## config.mk

```make
export PLATFORM = sky130hd
export DESIGN_NAME = mdu_iter
export DESIGN_NICKNAME = d
export VERILOG_FILES = /design/src/rtl/mdu_pkg.sv /design/src/rtl/mdu_div_step.sv /design/src/rtl/mdu_iter.sv
export SDC_FILE = /design/constraint.sdc
export NUM_CORES = 1
export LEC_CHECK = 0
export ABC_AREA = 1
export BUFFER_PORTS_ARGS = -buffer_cell sky130_fd_sc_hd__buf_2
export CELL_PAD_IN_SITES_DETAIL_PLACEMENT = 1
export CELL_PAD_IN_SITES_GLOBAL_PLACEMENT = 1
export CORE_MARGIN = 2
export CORE_UTILIZATION = 25
export DETAILED_ROUTE_END_ITERATION = 16
export GPL_TIMING_DRIVEN = 1
export PLACE_DENSITY = 0.5
export SLEW_MARGIN = 20
export SYNTH_ARGS = -nofsm -noshare
export SYNTH_HDL_FRONTEND = slang
export SYNTH_HIERARCHICAL = 1
export SYNTH_SLANG_ARGS = --single-unit
```

## constraint.sdc

```tcl
create_clock -name clk -period 5.15 [get_ports clk]
set_input_delay 1.03 -clock clk [delete_from_list [all_inputs] [get_ports clk]]
set_output_delay 1.03 -clock clk [all_outputs]
set_load 0.05 [all_outputs]
```

## src/rtl/mdu_pkg.sv

```systemverilog
// Shared definitions for the iterative multiply/divide unit:
// operation encoding and controller state encoding.
package mdu_pkg;

   typedef enum logic [1:0] {
      MDU_MULT  = 2'd0,
      MDU_MULTU = 2'd1,
      MDU_DIV   = 2'd2,
      MDU_DIVU  = 2'd3
   } mdu_op_e;

   typedef enum logic [1:0] {
      IDLE = 2'd0,
      MUL  = 2'd1,
      DIV  = 2'd2,
      FIN  = 2'd3
   } mdu_state_e;

   // Signed variants work on magnitudes and fix the sign afterwards.
   function automatic logic op_is_signed(input mdu_op_e op);
      return (op == MDU_MULT) || (op == MDU_DIV);
   endfunction

endpackage

```

## src/rtl/mdu_div_step.sv

```systemverilog
// One restoring-division step: shift the next dividend bit into the
// partial remainder, trial-subtract the divisor, keep or restore.
module mdu_div_step
   import mdu_pkg::*;
#(
   parameter int WIDTH = 32
) (
   input  logic [WIDTH-1:0] rem_i,
   input  logic             bit_i,
   input  logic [WIDTH-1:0] dsr_i,
   output logic [WIDTH-1:0] rem_o,
   output logic             qbit_o
);

   logic [WIDTH:0] shifted;
   logic [WIDTH:0] diff;

   // Partial remainder stays below the divisor, so W+1 bits hold the
   // shifted value and the top bit of the difference is the borrow.
   always_comb begin
      shifted = {rem_i, bit_i};
      diff    = shifted - {1'b0, dsr_i};
      qbit_o  = ~diff[WIDTH];
      rem_o   = qbit_o ? diff[WIDTH-1:0] : shifted[WIDTH-1:0];
   end

endmodule

```

## src/rtl/mdu_iter.sv

```systemverilog
// Iterative multiply/divide unit: shift-add multiply and restoring
// divide, one bit per cycle over WIDTH cycles. Defining MDU_FAST_MUL_EN
// replaces the iterative multiply with a single-cycle combinational one.
module mdu_iter
   import mdu_pkg::*;
#(
   parameter int WIDTH = 32
) (
   input  logic             clk,
   input  logic             rst_n,
   input  logic             start,
   input  logic [1:0]       op,
   input  logic [WIDTH-1:0] a,
   input  logic [WIDTH-1:0] b,
   input  logic             cancel,
   output logic             busy,
   output logic             done,
   output logic [WIDTH-1:0] hi,
   output logic [WIDTH-1:0] lo,
   output logic             dbz
);

   localparam int CW = $clog2(WIDTH);

   mdu_state_e       state_q, state_d;
   logic [CW-1:0]    cnt_q, cnt_d;
   logic [WIDTH-1:0] rem_q, rem_d;   // product high half / partial remainder
   logic [WIDTH-1:0] quo_q, quo_d;   // multiplier shifting out / dividend -> quotient
   logic [WIDTH-1:0] dsr_q, dsr_d;   // multiplicand / divisor magnitude
   logic             neg_q, neg_d;   // negate product or quotient
   logic             rneg_q, rneg_d; // negate remainder
   logic [WIDTH-1:0] hi_q, hi_d;
   logic [WIDTH-1:0] lo_q, lo_d;
   logic             dbz_q, dbz_d;

   mdu_op_e          op_e;
   logic             accept, last, sgn;
   logic [WIDTH-1:0] mag_a, mag_b;
   logic [WIDTH:0]   mul_sum;
   logic [WIDTH-1:0] div_rem, quo_nxt;
   logic             div_qbit;

   function automatic logic [WIDTH-1:0] fix_w(input logic [WIDTH-1:0] x, input logic neg);
      return neg ? -x : x;
   endfunction

   function automatic logic [2*WIDTH-1:0] fix_2w(input logic [2*WIDTH-1:0] x, input logic neg);
      return neg ? -x : x;
   endfunction

   assign op_e   = mdu_op_e'(op);
   assign accept = start && !cancel && (state_q == IDLE || state_q == FIN);
   assign last   = (cnt_q == CW'(WIDTH - 1));
   assign sgn    = op_is_signed(op_e);
   assign mag_a  = fix_w(a, sgn & a[WIDTH-1]);
   assign mag_b  = fix_w(b, sgn & b[WIDTH-1]);

   // Shift-add multiply step: add multiplicand if the multiplier LSB is set,
   // then shift the {accumulator, multiplier} pair right by one.
   assign mul_sum = {1'b0, rem_q} + (quo_q[0] ? {1'b0, dsr_q} : {(WIDTH+1){1'b0}});

   mdu_div_step #(.WIDTH(WIDTH)) u_div_step (
      .rem_i  (rem_q),
      .bit_i  (quo_q[WIDTH-1]),
      .dsr_i  (dsr_q),
      .rem_o  (div_rem),
      .qbit_o (div_qbit)
   );

   assign quo_nxt = {quo_q[WIDTH-2:0], div_qbit};

   // Next-state, iteration datapath and result capture.
   always_comb begin
      state_d = state_q;
      cnt_d   = cnt_q;
      rem_d   = rem_q;
      quo_d   = quo_q;
      dsr_d   = dsr_q;
      neg_d   = neg_q;
      rneg_d  = rneg_q;
      hi_d    = hi_q;
      lo_d    = lo_q;
      dbz_d   = dbz_q;

      case (state_q)
         MUL: begin
            rem_d = mul_sum[WIDTH:1];
            quo_d = {mul_sum[0], quo_q[WIDTH-1:1]};
            cnt_d = cnt_q + CW'(1);
            if (last) begin
               state_d      = FIN;
               {hi_d, lo_d} = fix_2w({mul_sum[WIDTH:1], mul_sum[0], quo_q[WIDTH-1:1]}, neg_q);
            end
         end
         DIV: begin
            rem_d = div_rem;
            quo_d = quo_nxt;
            cnt_d = cnt_q + CW'(1);
            if (last) begin
               state_d = FIN;
               lo_d    = fix_w(quo_nxt, neg_q);
               hi_d    = fix_w(div_rem, rneg_q);
            end
         end
         FIN:     state_d = IDLE;
         default: state_d = state_q;
      endcase

      if (accept) begin
         dbz_d  = 1'b0;
         cnt_d  = '0;
         rem_d  = '0;
         neg_d  = sgn & (a[WIDTH-1] ^ b[WIDTH-1]);
         rneg_d = sgn & a[WIDTH-1];
         if (op[1]) begin
            quo_d = mag_a;
            dsr_d = mag_b;
            if (b == '0) begin
               state_d = FIN;
               dbz_d   = 1'b1;
               hi_d    = a;
               lo_d    = '1;
            end else begin
               state_d = DIV;
            end
         end else begin
            quo_d = mag_b;
            dsr_d = mag_a;
`ifdef MDU_FAST_MUL_EN
            state_d      = FIN;
            {hi_d, lo_d} = fix_2w({{WIDTH{1'b0}}, mag_a} * {{WIDTH{1'b0}}, mag_b},
                                  sgn & (a[WIDTH-1] ^ b[WIDTH-1]));
`else
            state_d = MUL;
`endif
         end
      end

      // A flush abandons the operation and keeps the last delivered results.
      if (cancel) begin
         state_d = IDLE;
         hi_d    = hi_q;
         lo_d    = lo_q;
         dbz_d   = dbz_q;
      end
   end

   // State and datapath registers with asynchronous clear.
   always_ff @(posedge clk or negedge rst_n) begin
      if (!rst_n) begin
         state_q <= IDLE;
         cnt_q   <= '0;
         rem_q   <= '0;
         quo_q   <= '0;
         dsr_q   <= '0;
         neg_q   <= 1'b0;
         rneg_q  <= 1'b0;
         hi_q    <= '0;
         lo_q    <= '0;
         dbz_q   <= 1'b0;
      end else begin
         state_q <= state_d;
         cnt_q   <= cnt_d;
         rem_q   <= rem_d;
         quo_q   <= quo_d;
         dsr_q   <= dsr_d;
         neg_q   <= neg_d;
         rneg_q  <= rneg_d;
         hi_q    <= hi_d;
         lo_q    <= lo_d;
         dbz_q   <= dbz_d;
      end
   end

   assign busy = (state_q == MUL) || (state_q == DIV);
   assign done = (state_q == FIN) && !cancel;
   assign hi   = hi_q;
   assign lo   = lo_q;
   assign dbz  = dbz_q;

endmodule
```

### After elaboration in Yosys (flattened, before gate mapping)

Index checks and enable logic that the tools add are counted.
Widths: inputs -> output; s select.

* memory bits (read-only): 0
* memories: 0
* output and inout bits: 67
* bits in writable memories: 0
* register bits after elaboration: 170
* latch bits: 0
* input port bits: 70

* mux-type cells: 35
* $mul: 0
* reduce and logical (&&, ||, !) cells: 16
* $add $sub $neg: 8
* divide/modulo/power cells: 0
* $lt $le $gt $ge: 0
* shifts and indexed selects: 0
* eq/ne operators: 6
* bitwise gates (word level): 6

Operator list (count)
* $mux 32: 20
* $pmux 32 s2: 4
* $neg 32->32: 4
* $mux 64: 1
* $neg 64->64: 1
* $add 32x32->33: 1
* $sub 33x32->33: 1
* $logic_not 32->1: 1
* $mux 5: 2
* $mux 2: 4
* $eq 2x2->1 const B: 3
* $add 5x1->5 const B: 1
* $eq 5x5->1 const B: 1
* $logic_not 2->1: 2
* $ne 4x1->1 const B: 1
* $pmux 2 s2: 1
* $reduce_and 2->1: 2
* $reduce_bool 4->1: 1
* $and 1x1->1: 3
* $logic_and 1x1->1: 3
* $logic_or 1x1->1: 3
* $mux 1: 3
* $reduce_bool 3->1: 1
* $eq 2x1->1 const B: 1
* 5 further kinds: 6

### Logic depth before layout (Yosys ltp)

* depth in word-level cells: 9
* gate-level depth with buffers: 36

### Modules after synthesis

Netlist, hierarchy kept.

Modules (own cells, without submodules)
* mdu_iter: instances 1, cells an instance 3043, area an instance 17858.4 um2, seq. area each 4254.1 um2
* mdu_div_step: instances 1, cells an instance 680, area an instance 3150.5 um2, seq. area each 0.0 um2

### Worst setup path after synthesis

OpenSTA, ideal clock, no wires.

* path type: register -> register
* start point: register quo_q[31]
* end point: register hi_q[30] (netlist: hi[30])
* path slack: 1.183 ns
* data required time: 5.032 ns
* path buffers: 1
* clock period less this slack: 3.967 ns
* arrival: 3.849 ns
* setup time: 0.118 ns
* stages on the path, launching flop included: 34
* cell sequence: dfrtp_1 inv_1 ha_1 fa_1 inv_1 nand2_1 nand2_1 nand3_1 nand2_2 nand2_1 nand2_2 nand2_2 nand3_1 nand2_4 buf_4 nand2_1 nand2_1 inv_1 ha_1 inv_1 nor3_2 inv_1 nor2_1 nand4_1 nor4_2 nand3_1 o21ai_1 a21oi_1 o21ai_0 nand2_1 nand2_1 nand2_1 nand2_1 nand2_1

* word-level cells in the longest chain between the ends: 9
* elaborated cells between the ends (all ways): 12
* classes of those cells: add/sub: 3; mux: 9

Ends and longest elaborated chain
* start, declared: line mdu_iter.sv:28 `logic [WIDTH-1:0] quo_q, quo_d;`
* start signal, assigned: line mdu_iter.sv:165 `quo_q <= quo_d;`
* $sub 33x32->33: line mdu_div_step.sv:22 `diff = shifted - {1'b0, dsr_i};`
* $mux 32 (*): line mdu_div_step.sv:24 `rem_o = qbit_o ? diff[WIDTH-1:0] : shifted[WIDTH-1:0];`
* named net div_rem[0]: line mdu_iter.sv:40 `logic [WIDTH-1:0] div_rem, quo_nxt;`
* $neg 32->32 (*): line mdu_iter.sv:44 `return neg ? -x : x;`
* $mux 32 (*): line mdu_iter.sv:44
* $mux 32 (*): line mdu_iter.sv:99 `if (last) begin`
* $pmux 32 s2 (*): line mdu_iter.sv:85 `case (state_q)`
* $mux 32: line mdu_iter.sv:118 `if (b == '0) begin`
* $mux 32: line mdu_iter.sv:115 `if (op[1]) begin`
* $mux 32 (*): line mdu_iter.sv:109 `if (accept) begin`
* end signal, assigned: line mdu_iter.sv:169 `hi_q <= hi_d;`
* end, declared: line mdu_iter.sv:32 `logic [WIDTH-1:0] hi_q, hi_d;`

Mark *: on every way through the listed nets, which the timed path passes. The rest lies on a longest branch.
A chain may end at the register's enable or synchronous reset.

### Worst setup path after layout

* start point: register quo_q[31]
* end point: register hi_q[23] (netlist: hi[23])

* word-level cells in the longest chain between the ends: 9
* elaborated cells between the ends (all ways): 12
* classes of those cells: add/sub: 3; mux: 9

Ends and longest elaborated chain (line)
* $sub 33x32->33 (*): mdu_div_step.sv:22
* $mux 32 (*): mdu_div_step.sv:24
* named net div_rem[2]: mdu_iter.sv:40
* $neg 32->32 (*): mdu_iter.sv:44
* $mux 32 (*): mdu_iter.sv:44
* $mux 32 (*): mdu_iter.sv:99
* $pmux 32 s2 (*): mdu_iter.sv:85
* $mux 32: mdu_iter.sv:118
* $mux 32: mdu_iter.sv:115
* $mux 32 (*): mdu_iter.sv:109

Marked as above.

==> results.py <==
metrics = {
    "synth": {
        "synth_compound_area_share_pct": 17.9,
        "synth_top_family_by_area": "simple AND/OR/NAND/NOR gates",
        "synth_xor_area_share_pct": 3.17,
        "ys_seq_elements": 170,
        "synth_top_area_share_pct": 22.1,
        "synth_fa_ha_area_share_pct": 4.60,
        "syn_nets": 3869,
        "synth_flop_cell": "dfrtp_1",
        "synthCells": 3723,
        "yosys.area.top_type": "nand2_1",
        "syn_area_mm2": 0.0210,
        "synthTopCellsByArea": "nand2_1 (22%), dfrtp_1 (20%), inv_1 (10%), o21ai_0 (6.3%), nor2_1 (5.8%)",
        "synth-simple-area-share_pct": 40.5,
        "synth-async-reset-ratio_pct": 100,
        "synthMuxAreaShare_pct": 0,
        "synth.avg_cell_area_um2": 5.64,
        "synth-edff-count": 0,
        "yosysWarnings": 6,
        "seq_area_frac_synth_pct": 20.2,
        "ys_types": 60,
    },
    "floorplan": {
        "start_util_pct": 25.2,
        "design.die.area_mm2": 0.0864,
        "dieWidth_um": 294,
        "die_h_um": 294,
        "ios": 137,
        "core_area_mm2": 0.0834,
        "num_rows": 106,
    },
    "layout": {
        "fin_cells": 4913,
        "fin_nets": 3965,
        "area_growth_pct": 13.2,
        "fillers": 11000,
        "drive_gt1_share_pct": 10.9,
    },
    "flow_run": {
        "cap_violations": 0,
    },
    "drt": {
        "drc": 0,
        "ant_nets": 0,
        "post_drt_wl_per_cell_um": 24.0,
        "drt_iter0_markers": 1782,
        "viasPerCell": 5.08,
        "routed_wl_um": 118000,
        "vias": 24900,
        "dr.pass1.iters": 5,
    },
    "global_route": {
        "grt_overflow": 0,
        "antenna_found_initial": 9,
        "first_global_vias": 25600,
        "grt_pass1_wl_um": 172000,
        "grt_max_degree": 102,
        "gr-usage-all-layers_pct": 27.3,
    },
    "power_and_ir_drop": {
        "p_leak_uw": 0.0127,
        "clkPwrFrac_pct": 7.3,
        "switchingPower_uw": 13100,
        "vdd_ir_drop_max_uv": 345,
        "internal_power_uw": 6700,
        "power_frac_seq_pct": 13.6,
        "p_comb_share_pct": 79.0,
        "power_density_mw_per_mm2": 833,
        "sw_frac_of_total_pct": 66.2,
    },
    "sta": {
        "post-route-period-util_pct": 91.1,
        "worst_pin_slew_ns": 0.921,
        "relSlewSlack_pct": 38.5,
        "finalCriticalPeriod_ns": 4.69,
        "setup_viol": 0,
        "finalHoldViolations": 0,
        "fmax_mhz": 213,
        "slew_violations": 0,
        "clock_skew_ns": 0.0223,
        "holdWs_ns": 0.471,
    },
    "placed_design": {
        "dp.cells": 4878,
        "hpwl_um": 96600,
        "portBuffers": 136,
        "place_congestion": 0.922,
    },
    "worst_setup_path": {
        "endpoint_kind": "register",
        "cp.required_ns": 5.54,
        "cpMostUsedCell": "nand2_1",
        "slowest_delay_ns": 0.42,
        "slowest_stage": "fa_1",
        "path_max_fanout": 22,
        "worstPathArrival_ns": 5.08,
        "worst_setup_path_start_kind": "register",
        "crit_type": "register to register",
    },
    "clock_network": {
        "clock_sinks": 170,
        "cts_buffers": 17,
        "root_buffer": "clkbuf_16",
        "clkTransAtPathRegs_ns": 0.09,
        "worstSkewPairLatency_ns": 0.51,
        "cts_tree": "built",
        "clock_path_buffers": 2,
        "htree_levels": 4,
    },
    "min_path": {
        "worstHoldPathType": "register to register",
    },
    "outcome": {
        "outcome": "complete, no violations",
    },
}
per-layer routing:
metal | global-route usage [%] | vias to the layer above | share of wire (%) | routed length (um)
li1 | - | 12100 | - | -
met1 | 34.1 | 12100 | 43 | 50600
met2 | 46.7 | 618 | 48 | 56300
met3 | 2.79 | 172 | 4.0 | 4760
met4 | 13.1 | 2 | 5.3 | 6220
met5 | 0 | - | 0.0059 | 7
area by class of cell:
type,instances,area (um^2),share of cell area (%)
multi-input combinational,2813,14000,59.0
sequential,170,4260,17.9
inverter,607,2280,9.59
tap,1080,1350,5.68
timing repair buffer,210,1260,5.29
clock buffer,17,425,1.79
clock inverter,15,178,0.747
antenna,1,2.50,0.0105
through the flow:
step	power (uW)	setup TNS (ns)	utilization [%]	instance area, um^2	worst slack (ns)
6_report	19800	0	28.5	23800	0.458
5_1_grt	21500	-0.0130	28.5	23800	-0.0130
4_1_cts	19700	0	28.4	23700	0.132
3_5_place_dp	18100	0	27.7	23100	0.158
3_3_place_gp	18100	0	27.7	23100	0.126
2_1_floorplan	12300	0	-	21000	1.18
flip-flops by register name, summed over array words and instances, names as in the netlist:
register  count
rneg_q        1
state_q       2
neg_q         1
hi           32
dbz           1
cnt_q         5
dsr_q        32
rem_q        32
lo           32
quo_q        32
worst max-delay path, delay by kind of cell, from the launching register on:
kind | cells | cell delay, ns
AO/OA/AOI/OAI | 3 | 0.37
AND/OR/NAND/NOR | 22 | 2.93
flip-flops | 1 | 0.36
adder cells (fa/ha/maj) | 2 | 0.63
buffers and inverters | 3 | 0.28
final timing paths:
check | from | end | slack, ns | cells past startpoint
worst max-delay path | quo_q[31]$_DFFE_PN0P_ | hi[23]$_DFFE_PN0N_ | 0.46 | 30
worst min-delay path | cnt_q[3]$_DFFE_PN0P_ | cnt_q[3]$_DFFE_PN0P_ | 0.47 | 1
worst max register to register | quo_q[31]$_DFFE_PN0P_ | hi[23]$_DFFE_PN0N_ | 0.46 | 30
worst min register to register | cnt_q[3]$_DFFE_PN0P_ | cnt_q[3]$_DFFE_PN0P_ | 0.47 | 1
max in group asynchronous | rst_n | rem_q[28]$_DFFE_PN0P_ | 3.48 | 2
min in group asynchronous | rst_n | lo[4]$_DFFE_PN0N_ | 0.51 | 1
cells by family after synthesis:
| family | Yosys count |
|---|---|
| simple gates | 2005 |
| compound gates | 655 |
| xor+xnor | 76 |
| buf+inv | 741 |
| flops | 170 |
| fa+ha+maj | 76 |
cell usage in the layout (no fill, tap or decap), drive strengths merged, types with 8 or more instances in the layout:
cell type	instances
nor4	11
o21ai	279
o21bai	11
o22ai	27
ha	74
a31oi	9
and2	12
buf	209
nand4	34
nand2	1278
o211ai	33
a21oi	202
nand3	234
or2	15
xor2	60
nor3	54
clkbuf	18
o221ai	34
nor2	357
inv	608
clkinv	14
a22oi	8
o31ai	18
xnor2	16
dfrtp	170
power groups by stage:
stage / Sequential, uW / Combinational, uW / Clock (uW)
after floorplan: 3010 / 9290 / 0
after global placement: 2720 / 15400 / 0
after detailed placement: 2730 / 15400 / 0
after CTS: 2700 / 15500 / 1500
after global routing: 2760 / 17200 / 1530
final: 2700 / 15700 / 1450
what timing repair did:
item / CTS / global route
resized for setup: 0 / 14
setup endpoints to repair: 0 / 10
buffers inserted: 0 / 1
hold buffers: 0 / 0
cell usage after synthesis, drive strengths merged (2+ instances only):
cell type	n
and3	2
o22ai	27
xor2	60
nor2	357
nor4	11
clkinv	5
nand3	234
o21bai	11
inv	602
a221oi	3
a32oi	4
o32ai	5
ha	74
buf	32
xnor2	16
o211ai	33
and2	12
o311ai	5
o221ai	34
a21o	2
o31ai	18
nand2	1277
dfrtp	170
a22oi	8
o21a	6
nand3b	6
nor3	54
clkbuf	102
a31oi	9
nand4	34
fa	2
or2	15
a21oi	202
o21ai	279
o2111ai	5
Note: power is estimated with default switching activity, not from simulation.
